## config.mk

```make
export PLATFORM = sky130hd
export DESIGN_NAME = mem_ctrl_flat
export DESIGN_NICKNAME = d
export VERILOG_FILES = /design/src/rtl/mem_ctrl_if.sv /design/src/rtl/mem_ctrl.sv /design/src/flat_wrapper.sv
export SDC_FILE = /design/constraint.sdc
export NUM_CORES = 1
export LEC_CHECK = 0
export BUFFER_PORTS_ARGS = -buffer_cell sky130_fd_sc_hd__buf_2
export CORE_MARGIN = 5
export CORE_UTILIZATION = 50
export CTS_CLUSTER_DIAMETER = 100
export CTS_CLUSTER_SIZE = 30
export DETAILED_ROUTE_END_ITERATION = 8
export PLACE_DENSITY_LB_ADDON = 0.15
export SETUP_SLACK_MARGIN = 0.1
export SLEW_MARGIN = 20
export SYNTH_ARGS = -nofsm -noshare
export SYNTH_HDL_FRONTEND = slang
export SYNTH_SLANG_ARGS = --single-unit
```

## constraint.sdc

```tcl
create_clock -name clk_in -period 4.71 [get_ports clk_in]
set_input_delay 0.2355 -clock clk_in [delete_from_list [all_inputs] [get_ports clk_in]]
set_output_delay 0.2355 -clock clk_in [all_outputs]
set_load 0.03 [all_outputs]
```

## src/rtl/mem_ctrl_if.sv

```systemverilog
// Client and byte-bus signal bundle for mem_ctrl.
// The controller takes the slave view; the CPU side and the RAM/IO bus take the master view.
interface mem_ctrl_if #(
    parameter int ADDR_WIDTH = 32
);
    logic                  rdy_in;
    logic                  control_hazard;
    logic                  if_req;
    logic [ADDR_WIDTH-1:0] if_addr;
    logic                  if_done;
    logic [31:0]           if_data;
    logic                  lsb_req;
    logic                  lsb_wr;
    logic [ADDR_WIDTH-1:0] lsb_addr;
    logic [1:0]            lsb_len;
    logic [31:0]           lsb_wdata;
    logic                  lsb_done;
    logic [31:0]           lsb_rdata;
    logic [7:0]            mem_din;
    logic [7:0]            mem_dout;
    logic [ADDR_WIDTH-1:0] mem_a;
    logic                  mem_wr;
    logic                  io_buffer_full;

    modport slave (
        input  rdy_in, control_hazard,
        input  if_req, if_addr,
        input  lsb_req, lsb_wr, lsb_addr, lsb_len, lsb_wdata,
        input  mem_din, io_buffer_full,
        output if_done, if_data, lsb_done, lsb_rdata,
        output mem_dout, mem_a, mem_wr
    );

    modport master (
        output rdy_in, control_hazard,
        output if_req, if_addr,
        output lsb_req, lsb_wr, lsb_addr, lsb_len, lsb_wdata,
        output mem_din, io_buffer_full,
        input  if_done, if_data, lsb_done, lsb_rdata,
        input  mem_dout, mem_a, mem_wr
    );
endinterface

```

## src/rtl/mem_ctrl.sv

```systemverilog
// Byte-serial memory controller: arbitrates fetch and load/store clients onto the
// 8-bit RAM/IO bus, assembling little-endian read data one byte per cycle.
module mem_ctrl #(
    parameter int         ADDR_WIDTH = 32,
    parameter logic [1:0] IO_SEL     = 2'b11
) (
    input  logic        clk_in,
    input  logic        rst_in,
    mem_ctrl_if.slave   bus
);

    typedef enum logic [2:0] {
        IDLE  = 3'd0,
        IF_RD = 3'd1,
        LS_RD = 3'd2,
        LS_WR = 3'd3,
        RESP  = 3'd4
    } state_t;

    state_t                state_q, state_d;
    logic [2:0]            idx_q, idx_d;
    logic [2:0]            len_q, len_d;
    logic [ADDR_WIDTH-1:0] addr_q, addr_d;
    logic [31:0]           wdata_q, wdata_d;
    logic [31:0]           data_q, data_d;
    logic                  owner_if_q, owner_if_d;
    logic                  issued_q, issued_d;

    logic [ADDR_WIDTH-1:0] cur_addr_s;
    logic                  io_stall_s;
    logic [1:0]            cap_idx_s;
    logic [7:0]            wbyte_s;

    function automatic logic [2:0] len_to_bytes(input logic [1:0] len);
        case (len)
            2'd0:    return 3'd1;
            2'd1:    return 3'd2;
            default: return 3'd4;
        endcase
    endfunction

    // Current byte address, IO stall condition, capture slot and outgoing store byte.
    always_comb begin
        cur_addr_s = addr_q + ADDR_WIDTH'(idx_q);
        io_stall_s = (state_q == LS_WR) && (cur_addr_s[17:16] == IO_SEL) && bus.io_buffer_full;
        cap_idx_s  = idx_q[1:0] - 2'd1;
        wbyte_s    = 8'(wdata_q >> {idx_q[1:0], 3'b000});
    end

    // Next-state logic; issued_q marks that last cycle put a valid read address on the bus.
    always_comb begin
        state_d    = state_q;
        idx_d      = idx_q;
        len_d      = len_q;
        addr_d     = addr_q;
        wdata_d    = wdata_q;
        data_d     = data_q;
        owner_if_d = owner_if_q;
        issued_d   = 1'b0;
        if (!bus.rdy_in) begin
            // The byte addressed last cycle is lost; step back so it is requested again.
            if (issued_q) begin
                idx_d = idx_q - 3'd1;
            end else begin
                idx_d = idx_q;
            end
        end else begin
            case (state_q)
                IDLE: begin
                    if (bus.lsb_req) begin
                        state_d    = bus.lsb_wr ? LS_WR : LS_RD;
                        addr_d     = bus.lsb_addr;
                        len_d      = len_to_bytes(bus.lsb_len);
                        wdata_d    = bus.lsb_wdata;
                        owner_if_d = 1'b0;
                        idx_d      = 3'd0;
                        data_d     = 32'd0;
                    end else if (bus.if_req && !bus.control_hazard) begin
                        state_d    = IF_RD;
                        addr_d     = bus.if_addr;
                        len_d      = 3'd4;
                        wdata_d    = 32'd0;
                        owner_if_d = 1'b1;
                        idx_d      = 3'd0;
                        data_d     = 32'd0;
                    end else begin
                        state_d = IDLE;
                    end
                end
                IF_RD, LS_RD: begin
                    if ((state_q == IF_RD) && bus.control_hazard) begin
                        state_d = IDLE;
                        idx_d   = 3'd0;
                    end else begin
                        if (issued_q) begin
                            data_d[{cap_idx_s, 3'b000} +: 8] = bus.mem_din;
                        end else begin
                            data_d = data_q;
                        end
                        if (idx_q == len_q) begin
                            state_d = RESP;
                            idx_d   = 3'd0;
                        end else begin
                            idx_d    = idx_q + 3'd1;
                            issued_d = 1'b1;
                        end
                    end
                end
                LS_WR: begin
                    if (io_stall_s) begin
                        idx_d = idx_q;
                    end else if (idx_q == (len_q - 3'd1)) begin
                        state_d = RESP;
                        idx_d   = 3'd0;
                    end else begin
                        idx_d = idx_q + 3'd1;
                    end
                end
                RESP: begin
                    state_d = IDLE;
                end
                default: begin
                    state_d = IDLE;
                    idx_d   = 3'd0;
                end
            endcase
        end
    end

    // State and datapath registers.
    always_ff @(posedge clk_in or posedge rst_in) begin
        if (rst_in) begin
            state_q    <= IDLE;
            idx_q      <= 3'd0;
            len_q      <= 3'd0;
            addr_q     <= '0;
            wdata_q    <= 32'd0;
            data_q     <= 32'd0;
            owner_if_q <= 1'b0;
            issued_q   <= 1'b0;
        end else begin
            state_q    <= state_d;
            idx_q      <= idx_d;
            len_q      <= len_d;
            addr_q     <= addr_d;
            wdata_q    <= wdata_d;
            data_q     <= data_d;
            owner_if_q <= owner_if_d;
            issued_q   <= issued_d;
        end
    end

    // Bus and client outputs decoded from registered state; mem_wr is gated by ready and IO stall.
    always_comb begin
        bus.mem_a     = '0;
        bus.mem_dout  = 8'd0;
        bus.mem_wr    = 1'b0;
        bus.if_done   = 1'b0;
        bus.lsb_done  = 1'b0;
        bus.if_data   = 32'd0;
        bus.lsb_rdata = 32'd0;
        case (state_q)
            IF_RD, LS_RD: begin
                if (idx_q < len_q) begin
                    bus.mem_a = cur_addr_s;
                end else begin
                    bus.mem_a = '0;
                end
            end
            LS_WR: begin
                bus.mem_a    = cur_addr_s;
                bus.mem_dout = wbyte_s;
                bus.mem_wr   = bus.rdy_in && !io_stall_s;
            end
            RESP: begin
                if (owner_if_q) begin
                    bus.if_done = 1'b1;
                    bus.if_data = data_q;
                end else begin
                    bus.lsb_done  = 1'b1;
                    bus.lsb_rdata = data_q;
                end
            end
            default: begin
                bus.mem_a = '0;
            end
        endcase
    end

endmodule

```

## src/flat_wrapper.sv

```systemverilog
// flat-port wrapper written by rule: the top's interface ports become plain ports
module mem_ctrl_flat 
#(
    parameter int         ADDR_WIDTH = 32,
    parameter logic [1:0] IO_SEL     = 2'b11
)
  (clk_in, rst_in, bus_rdy_in, bus_control_hazard, bus_if_req, bus_if_addr, bus_lsb_req, bus_lsb_wr, bus_lsb_addr, bus_lsb_len, bus_lsb_wdata, bus_mem_din, bus_io_buffer_full, bus_if_done, bus_if_data, bus_lsb_done, bus_lsb_rdata, bus_mem_dout, bus_mem_a, bus_mem_wr);
  mem_ctrl_if #(.ADDR_WIDTH(ADDR_WIDTH)) bus_i ();
  input  logic clk_in;
  input  logic rst_in;
  input wire logic [$bits(bus_i.rdy_in)-1:0] bus_rdy_in;
  input wire logic [$bits(bus_i.control_hazard)-1:0] bus_control_hazard;
  input wire logic [$bits(bus_i.if_req)-1:0] bus_if_req;
  input wire logic [$bits(bus_i.if_addr)-1:0] bus_if_addr;
  input wire logic [$bits(bus_i.lsb_req)-1:0] bus_lsb_req;
  input wire logic [$bits(bus_i.lsb_wr)-1:0] bus_lsb_wr;
  input wire logic [$bits(bus_i.lsb_addr)-1:0] bus_lsb_addr;
  input wire logic [$bits(bus_i.lsb_len)-1:0] bus_lsb_len;
  input wire logic [$bits(bus_i.lsb_wdata)-1:0] bus_lsb_wdata;
  input wire logic [$bits(bus_i.mem_din)-1:0] bus_mem_din;
  input wire logic [$bits(bus_i.io_buffer_full)-1:0] bus_io_buffer_full;
  output wire logic [$bits(bus_i.if_done)-1:0] bus_if_done;
  output wire logic [$bits(bus_i.if_data)-1:0] bus_if_data;
  output wire logic [$bits(bus_i.lsb_done)-1:0] bus_lsb_done;
  output wire logic [$bits(bus_i.lsb_rdata)-1:0] bus_lsb_rdata;
  output wire logic [$bits(bus_i.mem_dout)-1:0] bus_mem_dout;
  output wire logic [$bits(bus_i.mem_a)-1:0] bus_mem_a;
  output wire logic [$bits(bus_i.mem_wr)-1:0] bus_mem_wr;
  assign bus_i.rdy_in = bus_rdy_in;
  assign bus_i.control_hazard = bus_control_hazard;
  assign bus_i.if_req = bus_if_req;
  assign bus_i.if_addr = bus_if_addr;
  assign bus_i.lsb_req = bus_lsb_req;
  assign bus_i.lsb_wr = bus_lsb_wr;
  assign bus_i.lsb_addr = bus_lsb_addr;
  assign bus_i.lsb_len = bus_lsb_len;
  assign bus_i.lsb_wdata = bus_lsb_wdata;
  assign bus_i.mem_din = bus_mem_din;
  assign bus_i.io_buffer_full = bus_io_buffer_full;
  assign bus_if_done = bus_i.if_done;
  assign bus_if_data = bus_i.if_data;
  assign bus_lsb_done = bus_i.lsb_done;
  assign bus_lsb_rdata = bus_i.lsb_rdata;
  assign bus_mem_dout = bus_i.mem_dout;
  assign bus_mem_a = bus_i.mem_a;
  assign bus_mem_wr = bus_i.mem_wr;
  mem_ctrl #(.ADDR_WIDTH(ADDR_WIDTH), .IO_SEL(IO_SEL)) u_core (.clk_in(clk_in), .rst_in(rst_in), .bus(bus_i));
endmodule
```

# Yosys cells after proc, flatten, opt, wreduce, memory -nomap -nowiden
# Cells that the tools add are included.
# word_totals
inputBits	114
register_bits	107
output_inout_bits	107
wordCells	99
# op_classes
reduce_logical	17
magnitude_cmp	1
eq_ne	17
shifts	3
add_sub_neg	6
muxes	47
# op_table
op	count
2-to-1 mux 32 bit	12
one-hot mux 32 bit (2 select lines)	2
2-to-1 mux 3 bit	15
adder 32 x 3 -> 32 bit	1
bitwise mux 32 bit	1
variable shift 8 x 7 -> 32 bit (first input constant)	1
variable part select 8 x 7 -> 32 bit	1
>> shifter 32 x 5 -> 8 bit	1
2-to-1 mux 1 bit	13
one-hot mux 3 bit (4 select lines)	1
one-hot mux 3 bit (3 select lines)	1
2-to-1 mux 8 bit	1
!= test 2 bit (second input constant)	4
AND reduction 4 bit	2
negation 5 -> 7 bit	1
== test 3 x 2 -> 1 bit (second input constant)	2
== test 3 bit	2
one-hot mux 3 bit (2 select lines)	1
nonzero test 2 bit	3
subtractor 3 x 1 -> 3 bit (second input constant)	2
logical AND 1 bit	5
AND reduction 5 bit	1
!= test 4 x 3 -> 1 bit (second input constant)	1
adder 3 x 1 -> 3 bit (second input constant)	1
15 further kinds	16

# Longest topological paths before layout
# Gate-level depths: netlist (run 1).
# logic_depth
word_depth	7
depth_mapped	10
mapped_depth_nobuf	9

# Worst setup path after synthesis (run 1)
# No wires, ideal clock.
# synth_timing
kind	register to output
from	register u_core.idx_q[0]
to	output port bus_mem_a[30]
t_arrival_ps	2608
path_buffers	0
required_ps	4475
slack_ps	1866
path_stages_with_launch	10
cell_sequence	dfrtp_1 > ha_1 > fa_1 > a21oi_1 > nor3b_1 > nand3_1 > nor2_1 > nand4_1 > xor2_1 > nor2_1
# synth_between
elab_chain_cells	3
elab_cells_between_ends	4
cone_classes	add/sub (1); order compare (1); mux (2)
# synth_rtl
item	line	rtl
from (decl)	mem_ctrl.sv:21	logic [2:0] idx_q, idx_d;
from (signal assigned)	mem_ctrl.sv:143	idx_q <= idx_d;
adder 32 x 3 -> 32 bit / less-than comparator 3 bit (equally long branches)	mem_ctrl.sv:44, mem_ctrl.sv:164	
2-to-1 mux 32 bit	mem_ctrl.sv:164	if (idx_q < len_q) begin
one-hot mux 32 bit (2 select lines) *	mem_ctrl.sv:162	case (state_q)
to (decl)	flat_wrapper.sv:27	output wire logic [$bits(bus_i.mem_a)-1:0] bus_mem_a;
# Every way passes the cells marked *; elsewhere a longest branch is shown, timed or not.

# Worst setup path after layout (run 1)
# layout_timing
from	register u_core.idx_q[2]
to	output port bus_mem_a[30]
# Same word-level chain as after synthesis.

==> results of run 1 <==
[worst max-delay path: cells and delay by family, from the launching register on]
family	cells	cell delay (ns)
buffers and inverters	1	0.22
AO/OA/AOI/OAI	1	0.18
AND/OR/NAND/NOR	5	1.35
flip-flops	1	0.46
XOR/XNOR	1	0.16
adder cells (fa/ha/maj)	1	0.37
[logic make-up after synthesis]
family	Yosys count	synth area share, %
compound gates	131	15.73
buf+inv	57	3.563
fa+ha+maj	16	3.377
xor+xnor	31	4.469
flops	107	44.07
mux	43	8.752
simple gates	232	20.04
[cell type report]
| cell class | instances | area (um^2) |
|---|---|---|
| Clock buffer | 9 | 225.2 |
| Clock inverter | 6 | 105.1 |
| Fill cell | 1028 | 4345 |
| Inverter | 24 | 92.59 |
| Multi-Input combinational cell | 453 | 3201 |
| Sequential cell | 107 | 2678 |
| Tap cell | 147 | 183.9 |
| Timing Repair Buffer | 224 | 1131 |
[layer usage]
metal	part of all wire (%)	track usage, %
met1	43	28.33
met2	49	37.20
met4	1.1	4.533
met5	0	0
met3	6.7	5.893
[final timing paths]
path / start / end / slack [ns] / cells past startpoint
setup / recovery: u_core.idx_q[2]$_DFFE_PP0P_ / bus_mem_a[30] / 1.40 / 9
hold / removal: rst_in / u_core.addr_q[9]$_DFFE_PP0P_ / 0.06 / 2
setup reg to reg: u_core.addr_q[1]$_DFFE_PP0P_ / u_core.idx_q[2]$_DFFE_PP0P_ / 1.94 / 8
hold reg to reg: u_core.addr_q[2]$_DFFE_PP0P_ / u_core.addr_q[2]$_DFFE_PP0P_ / 0.49 / 2
max in group asynchronous: rst_in / u_core.wdata_q[2]$_DFFE_PP0P_ / 3.64 / 3
min in group clk_in: bus_lsb_wdata[24] / u_core.wdata_q[24]$_DFFE_PP0P_ / 0.12 / 2
[stage by stage]
| step | hold slack (ns) | util, % | cells | area [um^2] | power (mW) |
|---|---|---|---|---|---|
| 6_report | 0.06330 | 63.67 | 970 | 7616 | 4.146 |
| 5_1_grt | 0.09712 | 63.67 | 970 | 7616 | 4.443 |
| 4_1_cts | 0.09802 | 63.63 | 970 | 7611 | 4.179 |
| 3_5_place_dp | 0.4612 | 60.87 | 955 | 7281 | 3.333 |
| 3_3_place_gp | 0.4518 | 60.86 | 955 | 7279 | 3.256 |
| 2_1_floorplan | 0.3461 | - | 617 | 6076 | 2.842 |
[synth_stat cells (all sizes together) (2+ instances only)]
library cell and count:
a21oi 8, or2 3, nand2b 4, xnor2 16, nand4 6, dfrtp 107, nor2b 2, o21ai 46
and3 8, nor3 12, inv 24, nand3 20, and2 65, nand2 53, o211ai 4, o31ai 2
mux2i 34, mux4 8, xor2 15, buf 7, o31a 2, and4 3, clkbuf 26, o21a 3
nor3b 2, a22o 56, ha 14, nor2 49, a21o 2, nor4 2
[flip-flops by register name (all words and copies together), names as in the netlist]
name               cells
u_core.len_q           3
u_core.data_q         32
u_core.addr_q         32
u_core.wdata_q        32
u_core.issued_q        1
u_core.idx_q           3
u_core.state_q         3
u_core.owner_if_q      1
[power by group through the flow]
stage | logic, mW | registers (mW) | clock network, mW
final | 1.77 | 1.55 | 0.829
after CTS | 1.79 | 1.55 | 0.848
after global placement | 1.72 | 1.54 | 0
after detailed placement | 1.78 | 1.55 | 0
after floorplan | 1.37 | 1.47 | 0
after global routing | 1.96 | 1.60 | 0.888
==> impl_metrics.ini, run 1 <==
[clocking]
cts-root-buf = clkbuf_16
clk_latency_ns = 0.34
clkTransAtPathRegs_ns = 0.07
cts_inserted_buffers = 9
post_cts_resized = 0
clk_path_buf_depth = 2
cts_sinks = 107
post-cts-setup-buffers = 0
htreeDepth = 3
cts_hold_buf = 0
cts_tree = done

[outcome]
status = finished, final reports clean

[placed_design]
place.gp.congestion = 0.8655
port_buffers = 220
dp_worst_setup_slack_ns = 1.566
dp_hpwl_mm = 11.87

[yosys]
synth-main-ff-cell = dfrtp_1
synth_edf_count = 0
yosysWarnings = 0
netlist_instances = 617
async_flop_share_pct = 100.0
synth_cell_type_count = 53
ys_seq_area_share_pct = 44.07
postSynthNetCount = 746
synth_area_um2 = 6076
synthTopCellsByArea = dfrtp_1 (44%), a22o_1 (8.1%), and2_1 (6.7%)
ys_seq_elements = 107
avgSynthCellArea_um2 = 9.847
netlist.area_leader.share_pct = 44.07
synth_top_area_cell = dfrtp_1

[route]
detail-route-antenna-nets = 0
drt_pass1_iterations = 5
drc_errors = 0
wl_per_cell_um = 16.30
routed_wirelength_mm = 15.81
vias_per_cell = 5.382
drt_iter0_drc = 334
routed-via-count = 5221

[sta]
period_share_pct = 70.28
period_minus_slack_ns = 3.310
setup_ws_ns = 1.400
finClkSkew_ns = 0.005770
final.setup.tns_ns = 0
setup_viol = 0
maxSlewViolCount = 0
fmax_ghz = 0.3021
hold_violations = 0
worstMarginPinSlew_ns = 0.9870
rsz0062_at_grt = no
max_slew_margin_pct = 34.20

[power_and_ir_drop]
power.leakage_nw = 3.953
ir_drop_v = 0.0003096
power_density_nw_per_um2 = 544.4
p_int_mw = 2.464
pwr-share-comb_pct = 42.6
switching_share_pct = 40.57
p_sw_mw = 1.682
p_clk_share_pct = 20.0
p_seq_share_pct = 37.4

[floorplanning]
ioPinCount = 221
die_w_um = 120.2
fp.coreArea_um2 = 11960
dieArea_um2 = 14460
rows = 40
die_h_um = 120.2
start_util_pct = 50.79

[run]
drv_cap = 0

[global_route]
grt.total_usage_pct = 21.88
antenna_found_initial = 0
grt_start_max_net_pins = 99
grt_overflow = 0
grt_pass1_wl_mm = 25.94
grt_pass1_vias = 5344

[finish]
final_cell_mix = buf_2 (220), dfrtp_1 (107), and2_1 (65), a22o_1 (56), nand2_1 (53)
synthToLayoutAreaGrowth_pct = 25.35
final_common_cell = buf_2
n_antenna_cell = 0
drive_above_1_share_pct = 32.81
num-nets-final = 948

[hold_path]
hp-class = in2async

[critical_path]
max_stage_delay_ns = 0.47
start_kind = flop
end_kind = primary output
crit_top_cell = nor2_1
crit_chain = ha_1 -> a21oi_1 -> nor3b_1 -> nand3_1 -> nor2_1 -> nand4_1 -> xor2_1 -> nor2_1 -> buf_2
crit_slowest_cell = nor3b_1
cp.required_ns = 4.47
arrival_ns = 3.07
cp_max_fo = 6
path_class = reg2out
Power figures use the tool's default switching activity.
==> run 2: changes to the inputs <==
==> constraint.sdc (replaced) <==
create_clock -name clk_in -period 3.4 [get_ports clk_in]
set_input_delay 0.17 -clock clk_in [delete_from_list [all_inputs] [get_ports clk_in]]
set_output_delay 0.17 -clock clk_in [all_outputs]
set_load 0.03 [all_outputs]
==> impl_metrics.ini, run 2 (same netlist as run 1, synthesis figures left out) <==
[outcome]
status = finished with violations
violations = negative hold slack

[sta]
setup_viol = 0
period_share_pct = 90.51
hold_violations = 48
max_slew_margin_pct = 34.50
final.setup.tns_ns = 0
finClkSkew_ns = 0.007168
hold-worst-slack_ns = -0.04860
fmax_ghz = 0.3250
maxSlewViolCount = 0
rsz0062_at_grt = no
period_minus_slack_ns = 3.077
worstMarginPinSlew_ns = 0.9824

[critical_path]
cpLargestDelayFamily = simple AND/OR/NAND/NOR gates
cp_max_fo = 5
cp_num_buf_inv = 2
crit_top_cell = nor2_1
crit_chain = ha_1 -> fa_1 -> a21oi_1 -> nor3b_1 -> buf_4 -> nand3_1 -> nor2_1 -> nand4_1 -> xor2_1 -> nor2_1 -> buf_2
rr_startpoint = u_core.addr_q[0]$_DFFE_PP0P_
cp.required_ns = 3.23
crit_cells = 11
r2r_end = u_core.idx_q[1]$_DFFE_PP0P_
crit_slowest_cell = fa_1
start_kind = flop
arrival_ns = 2.91
path_class = reg2out
max_stage_delay_ns = 0.40
regToRegSetupSlack_ns = 0.83
rr_worst_depth = 8
end_kind = primary output

[clocking]
cts_sinks = 107
clk_path_buf_depth = 2
post-cts-setup-buffers = 0
clk_latency_ns = 0.34
htreeDepth = 3
cts-root-buf = clkbuf_16
clkTransAtPathRegs_ns = 0.07
post_cts_resized = 0
cts_hold_buf = 0
cts_tree = done
cts_inserted_buffers = 9

[finish]
final_common_cell = buf_2
multi_input_area_um2 = 3194
largest_registers = u_core.addr_q (32), u_core.data_q (32), u_core.wdata_q (32)
fillers = 1053
final_core_util_pct = 63.88
synthToLayoutAreaGrowth_pct = 25.76
fin_cells = 978
final_cell_mix = buf_2 (220), dfrtp_1 (107), and2_1 (65), a22o_1 (56), nand2_1 (53)
register_area_um2 = 2678
drive_above_1_share_pct = 33.01
num-nets-final = 954

[hold_path]
hp-class = in2async

[placed_design]
dp_cells = 961
dp_hpwl_mm = 11.84
place.gp.congestion = 0.8401
port_buffers = 220

[route]
vias_per_cell = 5.403
drt_pass1_iterations = 5
routed-via-count = 5284
drc_errors = 0
routed_wirelength_mm = 15.63
drt_iter0_drc = 280
detail-route-antenna-nets = 0
wl_per_cell_um = 15.98

[run]
drv_cap = 0

[power_and_ir_drop]
power_density_nw_per_um2 = 743.5
power.leakage_nw = 3.968
ir_drop_v = 0.0003668

[floorplanning]
dieArea_um2 = 14460
start_util_pct = 50.79
rows = 40
die_h_um = 120.2
die_w_um = 120.2
ioPinCount = 221
fp.coreArea_um2 = 11960

[global_route]
antenna_found_initial = 1
grt_pass1_wl_mm = 25.74
grt_start_max_net_pins = 99
grt_overflow = 0
grt.total_usage_pct = 21.75
grt_pass1_vias = 5317
==> run 2: stage by stage <==
| stage | hold slack, ns | area [um^2] | total power, mW | setup WS [ns] |
|---|---|---|---|---|
| after floorplan | 0.2806 | 6076 | 3.937 | 0.4128 |
| final | -0.04860 | 7641 | 5.681 | 0.3228 |
| after detailed placement | 0.3960 | 7325 | 4.650 | 0.7257 |
| after global routing | 0.02902 | 7641 | 6.091 | 0.1788 |
| after global placement | 0.3895 | 7325 | 4.556 | 0.7870 |
| after CTS | 0.04025 | 7636 | 5.724 | 0.3428 |
==> run 2: worst max-delay path by stage <==
| stage | start | to |
|---|---|---|
| 2_1_floorplan | rst_in | u_core.addr_q[0]$_DFFE_PP0P_ |
| 3_3_place_gp | u_core.addr_q[0]$_DFFE_PP0P_ | bus_mem_a[30] |
| 3_5_place_dp | u_core.addr_q[0]$_DFFE_PP0P_ | bus_mem_a[30] |
| 4_1_cts | u_core.addr_q[0]$_DFFE_PP0P_ | bus_mem_a[30] |
| 5_1_grt | u_core.addr_q[0]$_DFFE_PP0P_ | bus_mem_a[30] |
| 6_report | u_core.addr_q[0]$_DFFE_PP0P_ | bus_mem_a[30] |
==> run 2: metal layers <==
layer  up-vias  track usage [%]  wire, um
li1       2587                -         -
met3        15            3.601       943
met5         -                0         0
met1      2514            29.34      6780
met2       168            36.56      7707
met4         0            6.020       200
==> run 2: final cells by class <==
cell class                 instances  share of cell area [%]
antenna                            1                 0.03275
timing repair buffer             230                   15.39
sequential                       107                   35.04
clock inverter                     6                  0.9497
clock buffer                      10                   3.128
multi-input combinational        453                   41.80
tap                              147                   2.407
inverter                          24                   1.244
==> run 2: where the power goes <==
group,switching [mW],total [mW],internal (mW)
clock network,0.472,1.07,0.599
registers,0.426,2.15,1.72
logic,1.46,2.46,1.01
==> run 2: worst reg2reg max path: cells and delay by family, from the launching register on <==
kind	cells	cell delay, ns
AND/OR/NAND/NOR	2	0.55
flip-flops	1	0.39
AO/OA/AOI/OAI	4	0.92
adder cells (fa/ha/maj)	2	0.63
==> run 3: changes to the inputs <==
--- a/config.mk
+++ b/config.mk
@@ -6,11 +6,13 @@
 export NUM_CORES = 1
 export LEC_CHECK = 0
 export BUFFER_PORTS_ARGS = -buffer_cell sky130_fd_sc_hd__buf_2
+export CORE_ASPECT_RATIO = 0.5
 export CORE_MARGIN = 5
 export CORE_UTILIZATION = 50
 export CTS_CLUSTER_DIAMETER = 100
 export CTS_CLUSTER_SIZE = 30
 export DETAILED_ROUTE_END_ITERATION = 8
+export GPL_TIMING_DRIVEN = 0
 export PLACE_DENSITY_LB_ADDON = 0.15
 export SETUP_SLACK_MARGIN = 0.1
 export SLEW_MARGIN = 20
==> constraint.sdc (replaced) <==
create_clock -name clk_in -period 2.9 [get_ports clk_in]
set_input_delay 0.145 -clock clk_in [delete_from_list [all_inputs] [get_ports clk_in]]
set_output_delay 0.145 -clock clk_in [all_outputs]
set_load 0.03 [all_outputs]
==> impl_metrics.ini, run 3 (same netlist as run 1, synthesis figures left out) <==
[placed_design]
place.gp.congestion = 0.8829
port_buffers = 218
dp_worst_setup_slack_ns = -0.7720
dp_hpwl_mm = 13.16

[critical_path]
cp.required_ns = 2.76
cp_max_fo = 5
regToRegSetupSlack_ns = 0.45
start_kind = flop
r2r_end = u_core.idx_q[1]$_DFFE_PP0P_
crit_chain = ha_1 -> a21o_1 -> a21oi_4 -> or2_4 -> or2_2 -> or3_4 -> a21oi_2 -> buf_6
end_kind = primary output
rr_startpoint = u_core.idx_q[0]$_DFFE_PP0P_
path_class = reg2out
crit_slowest_cell = dfrtp_2
rr_worst_depth = 8
max_stage_delay_ns = 0.46
arrival_ns = 2.59

[sta]
maxSlewViolCount = 0
hold_violations = 0
max_slew_margin_pct = 52.29
setup_viol = 0
finClkSkew_ns = 0.007708
rsz0062_at_grt = yes
setup_ws_ns = 0.1686
period_minus_slack_ns = 2.731
period_share_pct = 94.19
worstMarginPinSlew_ns = 0.7157
fmax_ghz = 0.3661

[outcome]
status = finished, final reports clean

[hold_path]
hp-class = in2reg
min_to = u_core.wdata_q[14]$_DFFE_PP0P_
hp-start = bus_lsb_wdata[14]
min_path_cells = 2

[finish]
largest_registers = u_core.addr_q (32), u_core.data_q (32), u_core.wdata_q (32)
n_antenna_cell = 0
final_cell_mix = buf_2 (216), dfrtp_1 (105), and2_1 (65), a22o_1 (56), nand2_1 (53)
final_common_cell = buf_2
num-nets-final = 988
synthToLayoutAreaGrowth_pct = 31.05
drive_above_1_share_pct = 34.03
fillers = 1003

[route]
drc_errors = 0
wl_per_cell_um = 16.79
routed_wirelength_mm = 17.28
routed-via-count = 5422
drt_iter0_drc = 283
drt_pass1_iterations = 5
detail-route-antenna-nets = 0
vias_per_cell = 5.269

[clocking]
cts_inserted_buffers = 9
clkTransAtPathRegs_ns = 0.08
clk_latency_ns = 0.35
cts_sinks = 107
htreeDepth = 3
cts_tree = done
clk_path_buf_depth = 2
cts-root-buf = clkbuf_16

[floorplanning]
rows = 28
die_h_um = 87.95
die_w_um = 165.9
dieArea_um2 = 14590
fp.coreArea_um2 = 11840
ioPinCount = 221
start_util_pct = 51.31

[power_and_ir_drop]
ir_drop_v = 0.0004926
power.leakage_nw = 4.049
finalPower_mw = 7.052
power_density_nw_per_um2 = 885.6

[global_route]
grt_pass1_wl_mm = 28.17
grt_start_max_net_pins = 32
antenna_found_initial = 0
grt.total_usage_pct = 23.83
grt_overflow = 0
grt_pass1_vias = 5547

[run]
drv_cap = 0
[run 3: cell count changes in the layout (fill, tap and decap cells not counted), sizes merged]
cell	delta
buf	+3
clkbuf	+27
clkinvlp	+2
diode	-1
dlygate4sd3	+3
inv	-1
[run 3: worst max-delay path by stage]
stage | end | startpoint | cells after the start | slack (ns)
global route | bus_mem_a[30] | u_core.idx_q[0]$_DFFE_PP0P_ | 10 | 0.06
finish | bus_mem_a[31] | u_core.idx_q[1]$_DFFE_PP0P_ | 8 | 0.17
floorplan | bus_mem_a[30] | u_core.idx_q[0]$_DFFE_PP0P_ | 9 | 0.15
CTS | bus_mem_a[30] | u_core.idx_q[0]$_DFFE_PP0P_ | 10 | 0.08
detailed placement | bus_mem_a[22] | u_core.idx_q[0]$_DFFE_PP0P_ | 11 | -0.77
global placement | bus_mem_a[29] | u_core.idx_q[0]$_DFFE_PP0P_ | 11 | -0.72
[run 3: critical path: cells and delay by family, from the launching register on]
| kind | cells | cell delay [ns] |
|---|---|---|
| buffers and inverters | 1 | 0.16 |
| and+or+nand+nor | 3 | 0.93 |
| adders and majority gates | 1 | 0.29 |
| DFF | 1 | 0.46 |
| AOI/OAI and AO/OA | 3 | 0.40 |
[run 3: layout make-up]
class / instances / area, um^2 / area share (%)
plain buffers: 33 / 160.2 / 2.011
clock buffers: 9 / 225.2 / 2.828
clock inverters: 7 / 82.58 / 1.037
inverters: 24 / 97.59 / 1.226
multi-input cells: 453 / 3263 / 40.98
flip-flops and latches: 107 / 2680 / 33.66
well taps: 165 / 206.4 / 2.593
repair buffers: 231 / 1247 / 15.67
[run 3: per-stage QoR]
step,instances,utilization [%],hold WS [ns],TNS [ns],cell area (um^2)
floorplan,617,-,0.2556,0,6080
global placement,1000,62.30,0.3637,-21.85,7377
detailed placement,1003,62.81,0.2570,-24.88,7437
CTS,1025,66.45,0.0009095,0,7869
global route,1029,67.24,0.01370,0,7963
finish,1029,67.24,0.01051,0,7963
[run 3: routing by layer]
metal | wire length (um) | vias to the layer above | share of wire, % | GRT usage [%]
li1 | - | 2649 | - | -
met1 | 7542 | 2547 | 44 | 30.89
met2 | 8311 | 212 | 48 | 41.68
met3 | 1279 | 14 | 7.4 | 6.177
met4 | 145 | 0 | 0.84 | 4.266
met5 | 0 | - | 0 | 0
[run 3: repair_timing]
action / in CTS / in global routing
hold endpoints to repair: 30 / 0
pin swaps: 2 / 4
setup endpoints to repair: 71 / 61
hold buffers: 3 / 0
buffers inserted: 3 / 4
resized for setup: 22 / 19
[run 3: where the power goes]
part	internal [mW]	leakage [nW]	switching, mW
registers	2.02	1.38	0.485
logic	1.36	2.51	1.90
clock network	0.686	0.150	0.601
total	4.06	4.05	2.99
